--- config.mk ---
export PLATFORM = sky130hd
export DESIGN_NAME = control_alarma
export DESIGN_NICKNAME = d
export VERILOG_FILES = /design/src/rtl/control_alarma_pkg.sv /design/src/rtl/control_alarma_generador_tono.sv /design/src/rtl/control_alarma.sv
export SDC_FILE = /design/constraint.sdc
export NUM_CORES = 1
export LEC_CHECK = 0
export CAP_MARGIN = 30
export CORE_MARGIN = 3
export CORE_UTILIZATION = 25
export CTS_BUF_LIST = sky130_fd_sc_hd__clkbuf_4
export CTS_CLUSTER_DIAMETER = 150
export DETAILED_ROUTE_END_ITERATION = 7
export PLACE_DENSITY = 0.41
export SLEW_MARGIN = 25
export SYNTH_ARGS = -nofsm -noshare
export SYNTH_HDL_FRONTEND = slang
export SYNTH_SLANG_ARGS = --single-unit
--- constraint.sdc ---
create_clock -name clk -period 1.9 [get_ports clk]
set_input_delay 0.38 -clock clk [delete_from_list [all_inputs] [get_ports clk]]
set_output_delay 0.38 -clock clk [all_outputs]
set_load 0.02 [all_outputs]
--- src/rtl/control_alarma_pkg.sv ---
`default_nettype none
// ============================================================================
// Module      : control_alarma_pkg
// Description : Shared state encoding and parameter defaults for the alarm
//               response controller and its bench.
// Revision    : 1.0 - initial release
// ============================================================================
package control_alarma_pkg;

  typedef enum logic [1:0] {
    IDLE   = 2'd0,
    RING   = 2'd1,
    SNOOZE = 2'd2
  } estado_t;

  localparam int c_snooze_min_def   = 5;
  localparam int c_ring_max_min_def = 10;
  localparam int c_max_snoozes_def  = 3;

  // Minute counters hold up to 15, snooze count up to 7, cadence is 16 steps.
  localparam int c_min_w = 4;
  localparam int c_snz_w = 3;
  localparam int c_cad_w = 4;

endpackage
`default_nettype wire

--- src/rtl/control_alarma_generador_tono.sv ---
`default_nettype none
// ============================================================================
// Module      : generador_tono
// Description : Buzzer tone generator: square wave from tick_tono, gated by
//               an 8-on / 8-off cadence, cleared whenever en is low.
// Revision    : 1.0 - initial release
// ============================================================================
module generador_tono
  import control_alarma_pkg::*;
(
  input  logic clk,
  input  logic rst_n,
  input  logic en,
  input  logic tick_tono,
  output logic buzzer
);

  logic               r_tone_ff;
  logic [c_cad_w-1:0] r_cadence;
  logic               r_buzzer;

  always_ff @(posedge clk or negedge rst_n) begin
    if (!rst_n) begin
      r_tone_ff <= 1'b0;
      r_cadence <= '0;
      r_buzzer  <= 1'b0;
    end else if (!en) begin
      r_tone_ff <= 1'b0;
      r_cadence <= '0;
      r_buzzer  <= 1'b0;
    end else begin
      // Upper cadence bit mutes the second half of each 16-toggle period.
      r_buzzer <= r_tone_ff & ~r_cadence[c_cad_w-1];
      if (tick_tono) begin
        r_tone_ff <= ~r_tone_ff;
        r_cadence <= r_cadence + c_cad_w'(1);
      end
    end
  end

  assign buzzer = r_buzzer;

endmodule
`default_nettype wire

--- src/rtl/control_alarma.sv ---
`default_nettype none
// ============================================================================
// Module      : control_alarma
// Description : Alarm response controller: turns the comparator match flag
//               into buzzer drive with stop, snooze and ring timeout.
//               Snooze support is built only with CONTROL_ALARMA_SNOOZE_EN.
// Revision    : 1.0 - initial release
// ============================================================================
module control_alarma
  import control_alarma_pkg::*;
#(
  parameter int SNOOZE_MIN   = c_snooze_min_def,
  parameter int RING_MAX_MIN = c_ring_max_min_def,
  parameter int MAX_SNOOZES  = c_max_snoozes_def
) (
  input  logic clk,
  input  logic rst_n,
  input  logic enc,
  input  logic alarma_en,
  input  logic btn_stop,
  input  logic btn_snooze,
  input  logic tick_min,
  input  logic tick_tono,
  output logic buzzer,
  output logic sonando,
  output logic pospuesto
);

  localparam logic [c_min_w-1:0] c_ring_max = c_min_w'(RING_MAX_MIN);

  estado_t              r_estado, w_estado;
  logic                 r_enc_q;
  logic                 w_trigger;
  logic [c_min_w-1:0]   r_ring_min, w_ring_min, w_ring_inc;

`ifdef CONTROL_ALARMA_SNOOZE_EN
  localparam logic [c_min_w-1:0] c_snooze_min  = c_min_w'(SNOOZE_MIN);
  localparam logic [c_snz_w-1:0] c_max_snoozes = c_snz_w'(MAX_SNOOZES);

  logic [c_min_w-1:0]   r_sn_min, w_sn_min, w_sn_inc;
  logic [c_snz_w-1:0]   r_snooze_cnt, w_snooze_cnt;
`else
  logic [c_min_w+c_snz_w:0] w_unused_snooze;
  assign w_unused_snooze = {btn_snooze, c_min_w'(SNOOZE_MIN), c_snz_w'(MAX_SNOOZES)};
`endif

  // enc_q resets high so a reset released mid-minute does not fire.
  assign w_trigger = enc & ~r_enc_q & alarma_en;

  always_ff @(posedge clk or negedge rst_n) begin
    if (!rst_n) begin
      r_estado     <= IDLE;
      r_enc_q      <= 1'b1;
      r_ring_min   <= '0;
`ifdef CONTROL_ALARMA_SNOOZE_EN
      r_sn_min     <= '0;
      r_snooze_cnt <= '0;
`endif
    end else begin
      r_estado     <= w_estado;
      r_enc_q      <= enc;
      r_ring_min   <= w_ring_min;
`ifdef CONTROL_ALARMA_SNOOZE_EN
      r_sn_min     <= w_sn_min;
      r_snooze_cnt <= w_snooze_cnt;
`endif
    end
  end

  always_comb begin
    w_estado     = r_estado;
    w_ring_min   = r_ring_min;
    w_ring_inc   = r_ring_min + c_min_w'(1);
`ifdef CONTROL_ALARMA_SNOOZE_EN
    w_sn_min     = r_sn_min;
    w_sn_inc     = r_sn_min + c_min_w'(1);
    w_snooze_cnt = r_snooze_cnt;
`endif
    case (r_estado)
      IDLE: begin
        if (w_trigger) begin
          w_estado     = RING;
          w_ring_min   = '0;
`ifdef CONTROL_ALARMA_SNOOZE_EN
          w_snooze_cnt = '0;
`endif
        end
      end
      RING: begin
        if (btn_stop || !alarma_en) begin
          w_estado = IDLE;
`ifdef CONTROL_ALARMA_SNOOZE_EN
        end else if (btn_snooze && (r_snooze_cnt < c_max_snoozes)) begin
          w_estado     = SNOOZE;
          w_sn_min     = '0;
          w_snooze_cnt = r_snooze_cnt + c_snz_w'(1);
`endif
        end else if (tick_min) begin
          w_ring_min = w_ring_inc;
          if (w_ring_inc == c_ring_max) begin
            w_estado = IDLE;
          end
        end
      end
`ifdef CONTROL_ALARMA_SNOOZE_EN
      SNOOZE: begin
        if (btn_stop || !alarma_en) begin
          w_estado = IDLE;
        end else if (tick_min) begin
          w_sn_min = w_sn_inc;
          if (w_sn_inc == c_snooze_min) begin
            w_estado   = RING;
            w_ring_min = '0;
          end
        end
      end
`endif
      default: w_estado = IDLE;
    endcase
  end

  assign sonando = (r_estado == RING);
`ifdef CONTROL_ALARMA_SNOOZE_EN
  assign pospuesto = (r_estado == SNOOZE);
`else
  assign pospuesto = 1'b0;
`endif

  generador_tono u_tono (
    .clk       (clk),
    .rst_n     (rst_n),
    .en        (sonando),
    .tick_tono (tick_tono),
    .buzzer    (buzzer)
  );

endmodule
`default_nettype wire
==> impl_metrics.ini <==
[sta]
max_freq_ghz = 0.623
max-slew-margin-rel = 0.643
hold_viol = 0
setup_violations = 0
clock_skew_ns = 0.00705
rsz0062_at_grt = false
worst_pin_slew_ns = 0.534
finalSetupTns_ns = 0
slew_violations = 0
setup_slack_ns = 0.296
finalHoldWorstSlack_ns = 0.455
post-route-period-util = 0.844
period_needed_ns = 1.60

[clocking]
cts-htree-levels = 1
clk_pin_slew_ns = 0.08
cts_tree = yes
cts_sinks = 12
cts_setup_buffers = 0
ctsLongestPathBuffers = 2
worstSkewPairLatency_ns = 0.27
ctsHoldBuffers = 0
cts.repair.resized = 0
cts_made_buffers = 3
cts_root_buffer = clkbuf_4

[setup_path]
cp_slowest_cell = clkdlybuf4s50_1
crit_chain = clkdlybuf4s50_1
slowest_delay_ns = 0.60
critical-path-top-delay-family = buffers and inverters
crit_type = reg -> out
cp_max_fo = 2
start_kind = register
setup.worst_path.end_class = primary output
worstPathArrival_ns = 1.22
cp.required_ns = 1.52
crit_buf_inv = 1

[layout]
layout_commonest_cell = dfrtp_1
antenna_cells = 0
nFillCells = 238
final_cell_mix = dfrtp_1 (11), clkdlybuf4s50_1 (8), and2_1 (4), nor2b_1 (4)
nets = 73
area_delta_synth_final_pct = 20.6
drive_gt1_frac = 0.115
final_area_um2 = 732

[routing]
drtIter0Drc = 2
via_count = 369
dr.pass1.iters = 2
ant_nets = 0
drc = 0
wl_per_cell_um = 10.3
via_per_inst = 4.15
wl_um = 913

[placement]
placed_area_um2 = 706
place_congestion = 0.699
detailed_place_hpwl_um = 685
dp_slack_ns = 0.290
io_buffers = 8

[synth]
synth.distinct_cells = 28
syn_avg_cell_area_um2 = 11.9
ys_ff_latch = 12
synth-main-ff-cell = dfrtp_1
syn_inst = 51
synthesis.nets = 62
ys_seq_area_frac = 0.497
syn_area_um2 = 607
async_flop_share = 1.00
ys.warnings.count = 0
synth_edf_count = 0

[flow_run]
cap_violations = 0

[global_routing]
grt_first_pass_wirelength_um = 1710
grt_util_all_layers = 0.0721
grt_max_degree = 13
grt_remaining_overflow = 0
antenna_found_initial = 0
grt_pass1_vias = 392

[pwr]
ir_drop_mv = 0.434
power.leakage_nw = 0.357
p_per_area_nw_per_um2 = 651

[worst_hold_path]
hold_path.class = in -> async

[outcome]
status = completed

[floorplanning]
die_x_um = 55.3
pin_count = 11
std_cell_rows = 17
die_area_um2 = 3050
die_h_um = 55.3
start_util = 0.269
core_um2 = 2250
where the power goes:
| part | switching (mW) | internal (mW) | total, mW |
|---|---|---|---|
| clock | 0.0809 | 0.0759 | 0.157 |
| sequential | 0.00646 | 0.263 | 0.270 |
| combinational | 0.0237 | 0.0261 | 0.0498 |
| total | 0.111 | 0.365 | 0.476 |
cells by family after synthesis:
kind of cell    count (synthesis)  share of synthesized area
fa+ha+maj                       3                     0.0619
simple gates                   18                      0.204
compound gates                  7                     0.0969
buf+inv                         4                     0.0454
flops                          12                      0.497
mux                             1                     0.0165
xor+xnor                        5                     0.0722
other cells                     1                    0.00618
sequential cells by signal, summed over array words and instances, names as in the netlist:
register          count
r_enc_q               1
u_tono.buzzer         1
u_tono.r_cadence      4
r_ring_min            4
r_estado              1
u_tono.r_tone_ff      1
Yosys cell counts, drive strengths merged (2+ instances only):
cell | n | area (um^2)
nor2b | 4 | 25.0
xor2 | 3 | 26.3
xnor2 | 2 | 17.5
dfrtp | 11 | 275
buf | 3 | 23.8
and3b | 2 | 17.5
and2 | 4 | 25.0
nand3 | 2 | 15.0
ha | 3 | 37.5
o2bb2ai | 2 | 17.5
cell type report:
| cell class | instances | area (um^2) | share of cell area |
|---|---|---|---|
| Clock buffer | 3 | 22.5 | 0.0308 |
| Clock inverter | 1 | 3.75 | 0.00513 |
| Inverter | 1 | 3.75 | 0.00513 |
| Sequential cell | 12 | 302 | 0.412 |
| Multi-Input combinational cell | 35 | 278 | 0.379 |
| Timing Repair Buffer | 9 | 87.6 | 0.120 |
| Tap cell | 28 | 35.0 | 0.0479 |
final timing paths:
check | start | endpoint | slack [ns] | depth (start not counted)
max in group asynchronous | rst_n | r_enc_q$_DFF_PN1_ | 1.08 | 1
hold reg to reg | r_ring_min[3]$_DFFE_PN0P_ | r_ring_min[3]$_DFFE_PN0P_ | 0.52 | 1
hold / removal | rst_n | u_tono.r_cadence[0]$_DFFE_PN0P_ | 0.46 | 1
min in group clk | r_ring_min[3]$_DFFE_PN0P_ | r_ring_min[3]$_DFFE_PN0P_ | 0.52 | 1
setup / recovery | r_estado[0]$_DFFE_PN0P_ | sonando | 0.30 | 1
setup reg to reg | r_ring_min[0]$_DFFE_PN0P_ | r_estado[0]$_DFFE_PN0P_ | 0.43 | 4
metal layers:
layer  wire length, um  GRT usage
met1               432     0.0913
met2               405     0.0997
met3                75     0.0537
met4                 0     0.0104
met5                 0          0
through the flow:
| stage | power, mW | std cells | util |
|---|---|---|---|
| floorplan | 0.302 | 51 | - |
| global placement | 0.326 | 85 | 0.313 |
| detailed placement | 0.326 | 85 | 0.313 |
| CTS | 0.489 | 89 | 0.325 |
| global route | 0.518 | 89 | 0.325 |
| finish | 0.476 | 89 | 0.325 |
Note: power is estimated with default switching activity, not from simulation.
